===== config.mk =====
export PLATFORM = sky130hd
export DESIGN_NAME = alu_issue_stage
export DESIGN_NICKNAME = d
export VERILOG_FILES = /design/src/rtl/alu_pkg.sv /design/src/rtl/issue_fifo.sv /design/src/rtl/alu_issue_stage.sv
export SDC_FILE = /design/constraint.sdc
export NUM_CORES = 1
export LEC_CHECK = 0
export ABC_AREA = 1
export BUFFER_PORTS_ARGS = -buffer_cell sky130_fd_sc_hd__buf_2
export CAP_MARGIN = 25
export CORE_AREA = 2 2 122 124
export DETAILED_ROUTE_END_ITERATION = 10
export DIE_AREA = 0 0 124 126
export GPL_ROUTABILITY_DRIVEN = 0
export PLACE_DENSITY = 0.84
export SETUP_SLACK_MARGIN = 0.05
export SYNTH_ARGS = -nofsm -noshare
export SYNTH_HDL_FRONTEND = slang
export SYNTH_SLANG_ARGS = --single-unit

===== constraint.sdc =====
create_clock -name clk -period 6.85 [get_ports clk]
set_input_delay 0.685 -clock clk [delete_from_list [all_inputs] [get_ports clk]]
set_output_delay 0.685 -clock clk [all_outputs]
set_load 0.1 [all_outputs]

===== src/rtl/alu_pkg.sv =====
// rtl/alu_pkg.sv - shared ALU encodings, flag indices and issue packet type
//
// Purpose: the control encodings the issue stage passes to the ALU, the bit
// positions inside the 3-bit flag vector {carry,zero,sign}, and the packet
// layout held in the issue FIFO.
// Ports: none (package).
package alu_pkg;

   localparam logic [4:0] ALU_ADD  = 5'b00000;
   localparam logic [4:0] ALU_AND  = 5'b00001;
   localparam logic [4:0] ALU_XOR  = 5'b00010;
   localparam logic [4:0] ALU_SHL  = 5'b00011;
   localparam logic [4:0] ALU_DIFF = 5'b10000;

   localparam int FLAG_CARRY = 2;
   localparam int FLAG_ZERO  = 1;
   localparam int FLAG_SIGN  = 0;

   typedef struct packed {
      logic [31:0] rs;
      logic [31:0] rt;
      logic [4:0]  ctrl;
      logic [4:0]  rd;
   } issue_pkt_t;

   localparam int PKT_W = $bits(issue_pkt_t);

endpackage


===== src/rtl/issue_fifo.sv =====
// rtl/issue_fifo.sv - occupancy-tracked circular FIFO for the issue stage
//
// Purpose: DEPTH-entry FIFO (DEPTH a power of two, >= 2). Pointers wrap
// naturally at DEPTH; full/empty come from the entry count, so equal
// pointers are never ambiguous.
// Ports:
//   clk, rst_n         clock, asynchronous active-low reset
//   push, push_data    write push_data at the tail (caller guarantees !full)
//   pop                drop the head entry (caller guarantees !empty)
//   head_data          current head entry (undefined content when empty)
//   count              number of valid entries, 0..DEPTH
//   empty, full        derived from count
module issue_fifo #(
   parameter int WIDTH = 8,
   parameter int DEPTH = 2
) (
   input  logic                     clk,
   input  logic                     rst_n,
   input  logic                     push,
   input  logic [WIDTH-1:0]         push_data,
   input  logic                     pop,
   output logic [WIDTH-1:0]         head_data,
   output logic [$clog2(DEPTH):0]   count,
   output logic                     empty,
   output logic                     full
);

   localparam int PTR_W = $clog2(DEPTH);
   localparam int CNT_W = PTR_W + 1;

   logic [WIDTH-1:0] mem [DEPTH];
   logic [PTR_W-1:0] wr_ptr;
   logic [PTR_W-1:0] rd_ptr;

   // Storage needs no reset: an entry is only ever read after it was written.
   always_ff @(posedge clk) begin
      if (push) begin
         mem[wr_ptr] <= push_data;
      end
   end

   always_ff @(posedge clk or negedge rst_n) begin
      if (!rst_n) begin
         wr_ptr <= '0;
         rd_ptr <= '0;
         count  <= '0;
      end else begin
         if (push) begin
            wr_ptr <= wr_ptr + PTR_W'(1);
         end
         if (pop) begin
            rd_ptr <= rd_ptr + PTR_W'(1);
         end
         case ({push, pop})
            2'b10:   count <= count + CNT_W'(1);
            2'b01:   count <= count - CNT_W'(1);
            default: count <= count;
         endcase
      end
   end

   assign head_data = mem[rd_ptr];
   assign empty     = (count == '0);
   assign full      = (count == CNT_W'(DEPTH));

endmodule


===== src/rtl/alu_issue_stage.sv =====
// rtl/alu_issue_stage.sv - buffered ALU issue stage with registered result
//
// Purpose: queues decoded operand packets, presents the FIFO head to an
// external combinational ALU, and captures the ALU result into a single
// output register with a valid/ready writeback handshake.
// Ports:
//   clk, rst_n                        clock, asynchronous active-low reset
//   in_valid/in_ready                 decode handshake
//   in_rs, in_rt, in_ctrl, in_rd      incoming packet fields
//   alu_a, alu_b, alu_ctrl            ALU operand/control drive (zero when empty)
//   alu_result, alu_flags             ALU response, {carry,zero,sign}
//   out_valid/out_ready               writeback handshake
//   out_result, out_flags, out_rd     registered result packet
//   status_flags                      flags of the last completed writeback
//   occupancy                         FIFO entry count
module alu_issue_stage
   import alu_pkg::*;
#(
   parameter int DEPTH = 2
) (
   input  logic                     clk,
   input  logic                     rst_n,
   input  logic                     in_valid,
   output logic                     in_ready,
   input  logic [31:0]              in_rs,
   input  logic [31:0]              in_rt,
   input  logic [4:0]               in_ctrl,
   input  logic [4:0]               in_rd,
   output logic [31:0]              alu_a,
   output logic [31:0]              alu_b,
   output logic [4:0]               alu_ctrl,
   input  logic [31:0]              alu_result,
   input  logic [2:0]               alu_flags,
   output logic                     out_valid,
   input  logic                     out_ready,
   output logic [31:0]              out_result,
   output logic [2:0]               out_flags,
   output logic [4:0]               out_rd,
   output logic [2:0]               status_flags,
   output logic [$clog2(DEPTH):0]   occupancy
);

   issue_pkt_t push_pkt;
   issue_pkt_t fifo_head;
   issue_pkt_t head_pkt;
   logic       fifo_empty;
   logic       fifo_full;
   logic       push;
   logic       fire;
   logic       ready_en;

   assign push_pkt = '{rs: in_rs, rt: in_rt, ctrl: in_ctrl, rd: in_rd};

   // ready_en holds in_ready low during reset and for the cycle of release,
   // so in_ready only ever depends on registered state.
   assign in_ready = ready_en && !fifo_full;
   assign push     = in_valid && in_ready;

   // Fire when the output register is empty or is being drained this cycle.
   assign fire     = !fifo_empty && (!out_valid || out_ready);

   issue_fifo #(
      .WIDTH (PKT_W),
      .DEPTH (DEPTH)
   ) u_fifo (
      .clk       (clk),
      .rst_n     (rst_n),
      .push      (push),
      .push_data (push_pkt),
      .pop       (fire),
      .head_data (fifo_head),
      .count     (occupancy),
      .empty     (fifo_empty),
      .full      (fifo_full)
   );

   // Stale storage must not reach the ALU when nothing is queued.
   assign head_pkt = fifo_empty ? '0 : fifo_head;
   assign alu_a    = head_pkt.rs;
   assign alu_b    = head_pkt.rt;
   assign alu_ctrl = head_pkt.ctrl;

   always_ff @(posedge clk or negedge rst_n) begin
      if (!rst_n) begin
         ready_en     <= 1'b0;
         out_valid    <= 1'b0;
         out_result   <= '0;
         out_flags    <= '0;
         out_rd       <= '0;
         status_flags <= '0;
      end else begin
         ready_en <= 1'b1;
         if (fire) begin
            out_valid  <= 1'b1;
            out_result <= alu_result;
            out_flags  <= alu_flags;
            out_rd     <= head_pkt.rd;
         end else if (out_valid && out_ready) begin
            out_valid <= 1'b0;
         end
         if (out_valid && out_ready) begin
            status_flags <= out_flags;
         end
      end
   end

endmodule

==> impl_summary.txt <==
----------------------------------------------------
[Layout]
  Post-layout instance count excluding filler cells ... slightly above 1,000
  Area growth from synthesis to final layout ... 17.1%
  Final nets ... 952
  Area of all placed cells without fillers ... approximately 9000 µm²
  Share of post-route cells with drive strength above 1 ... 0.317

[Floorplan]
  Initial Utilization ... 0.553
  Horizontal extent of the die ... ~120 µm
  Total I/O pin count ... between 200 and 250
  Number of rows created at floorplan ... 44
  Floorplan Core Area ... approximately 14,000 µm²
  Chip height ... around 130 µm
  Total die area ... roughly 16,000 µm²

[Synthesis]
  Average footprint of a synthesized cell ... 11.6 µm²
  Post-synthesis cell type count ... 18
  Post-Synthesis Net Count ... around 800
  Flop and latch count out of synthesis ... between 150 and 200
  Yosys warning count ... 0
  Summed instance area of the synthesized netlist ... about 7900 µm²
  Post-Syn Instances ... 683
  Post-synth EDFFs ... approximately 150
  Share of the synthesized area in the top cell type ... 0.562
  List of most frequent post-synthesis cells ... nand2_1 (292), edfxtp_1 (148), a21oi_1 (69), buf_4 (69), dfrtp_1 (49)
  Top post-synthesis cells by area ... edfxtp_1 (56%), dfrtp_1 (16%), nand2_1 (14%)
  Main flop type after synthesis ... edfxtp_1
  Cell with the most instances after synthesis ... nand2_1
  Share of synthesized area occupied by flip-flops and latches ... 0.717
  Fraction of synthesis flops using an asynchronous set or reset pin ... 0.249
  Cell type with the highest aggregate area in the netlist ... edfxtp_1

[GRT]
  Met2 usage in global routing ... 0.352
  Wire length of the first global-routing pass ... roughly 24,000 µm
  Aggregate global routing overflow ... 0
  Most used routing layer in global routing ... met2
  Met1 routing resource usage after global routing ... 0.218
  Combined global-route utilization of all metal layers ... 0.201
  Pin count of the biggest net entering global routing ... 76
  Via count of the first global-routing pass ... ~4,900
  Initial antenna violation count ... 2
  GR Layer Usage met3 ... 0.0797

[Clock network]
  Gates resized, CTS repair ... 0
  Total number of H-tree levels ... 4
  Post-CTS clock slew at the launch and capture registers of the worst setup and hold paths ... about 70 ps
  Largest buffer count on any clock path ... 2
  TritonCTS clock tree ... yes
  Setup bufs post-CTS ... 0
  Clock latency on the worst-skew pair ... 420 ps
  Number of buffers inserted by hold repair at cts ... 0
  Clock Tree Root ... clkbuf_16
  Number of sinks driven by the clock tree ... 197
  Clock buffer count from CTS ... 17

[STA]
  Clock skew ... around 14 ps
  Setup repair after global routing missed its margin ... false
  Final period demand of the worst path ... roughly 3000 ps
  Final cycle utilization of the critical path ... 0.437
  Final setup violating endpoints ... 0
  Number of endpoints with negative hold slack in the final report ... 0
  Measured slew at the worst slew-check pin ... roughly 990 ps
  Highest achievable clock rate ... about 0.33 GHz
  Max-slew headroom at the worst pin ... 0.340
  Setup slack of the critical path after layout ... ~3900 ps
  Aggregate negative setup slack ... 0 ps
  Max-slew violations ... 0

[Routing]
  DRT antenna net count ... 0
  Violation count after the first detailed-routing iteration ... about 290
  Remaining DRCs ... 0
  Vias per cell ... just under 5
  Total wire length after detailed routing ... roughly 16,000 µm
  DR pass1 iterations ... 5
  Total via count after detailed routing ... between 5,000 and 6,000
  Detail-routed net length per standard cell ... around 15 µm

[Critical path]
  Data arrival time of the critical path ... approximately 2300 ps
  Type of the worst setup path ... reg -> out
  Data required time at the worst endpoint ... just over 6000 ps
  Critical path launch point type ... flip-flop
  Worst-path maximum fanout ... 75
  Critical path endpoint category ... primary output

[Placement]
  Placed standard-cell area ... between 8000 and 9000 µm²
  Cell count after placement ... about 1,000
  Dpl ws ... 4290 ps
  DP HPWL ... approximately 10,000 µm
  Count of input and output buffers ... ~230

[Min path]
  Worst hold path type ... in -> async

[Flow run]
  Max-capacitance violation count ... 0

[Outcome]
  Result of the run ... finished clean

----------------------------------------------------
registers in the layout, summed over array words and instances, names as in the netlist:
register / count
u_fifo.rd_ptr: 1
u_fifo.count: 2
out_result: 32
u_fifo.wr_ptr: 1
u_fifo.mem: 148
ready_en: 1
out_flags: 3
out_valid: 1
out_rd: 5
status_flags: 3
per-layer routing:
metal  vias to the layer above  share of wire
li1                       2508              -
met1                      2365           0.39
met2                       222           0.50
met3                        21          0.098
met4                         2          0.012
met5                         -        0.00082
cell families after synthesis:
logic type,synth area share
simple gates,0.146
flops,0.717
buf+inv,0.0883
compound gates,0.0452
xor+xnor,0.00111
fa+ha+maj,0.00158
other cells,0.000474
cell type report:
cell class	count	area, µm²
Antenna cell	1	2.50
Clock buffer	19	433
Clock inverter	13	105
Fill cell	1074	5050
Inverter	9	35.0
Multi-Input combinational cell	377	1560
Sequential cell	197	5670
Tap cell	184	230
Timing Repair Buffer	236	1230
worst paths after layout:
check,startpoint,end,slack [ps],cells after the start
max,u_fifo.rd_ptr$_DFFE_PN0P_,alu_b[5],3860,5
min,rst_n,out_result[1]$_DFFE_PN0P_,90,1
max reg2reg,u_fifo.count[1]$_DFFE_PN0P_,u_fifo.count[1]$_DFFE_PN0P_,4340,8
min reg2reg,out_result[19]$_DFFE_PN0P_,out_result[19]$_DFFE_PN0P_,470,2
max in group asynchronous,rst_n,u_fifo.rd_ptr$_DFFE_PN0P_,6270,2
min in group clk,in_rt[7],u_fifo.mem[1][17]$_DFFE_PP_,450,1
through the flow:
stage / hold WS (ps) / util
floorplan: 389 / -
CTS: 431 / 0.645
detailed placement: 454 / 0.608
global placement: 448 / 0.606
finish: 92.2 / 0.647
global route: 80.1 / 0.647
critical path: stages (launching register included):
cell and delay, ps:
dfrtp_2 400, inv_2 40, buf_4 620, nand2_1 130, a21oi_1 190, buf_2 460
cells in the final DEF (no fill, tap or decap), drive strengths merged:
cell        n
nor2        4
conb        1
dfrtp      49
clkbuf     19
clkinv      7
nand2     292
clkinvlp    3
edfxtp    148
buf       236
ha          1
diode       1
a21oi      69
nand4       2
bufinv      1
xnor2       1
a21boi      1
inv        11
o21ai       1
nand3       5
Power is not shown: default switching activity piles up to over one toggle a cycle in this logic, so the estimate is an artifact.
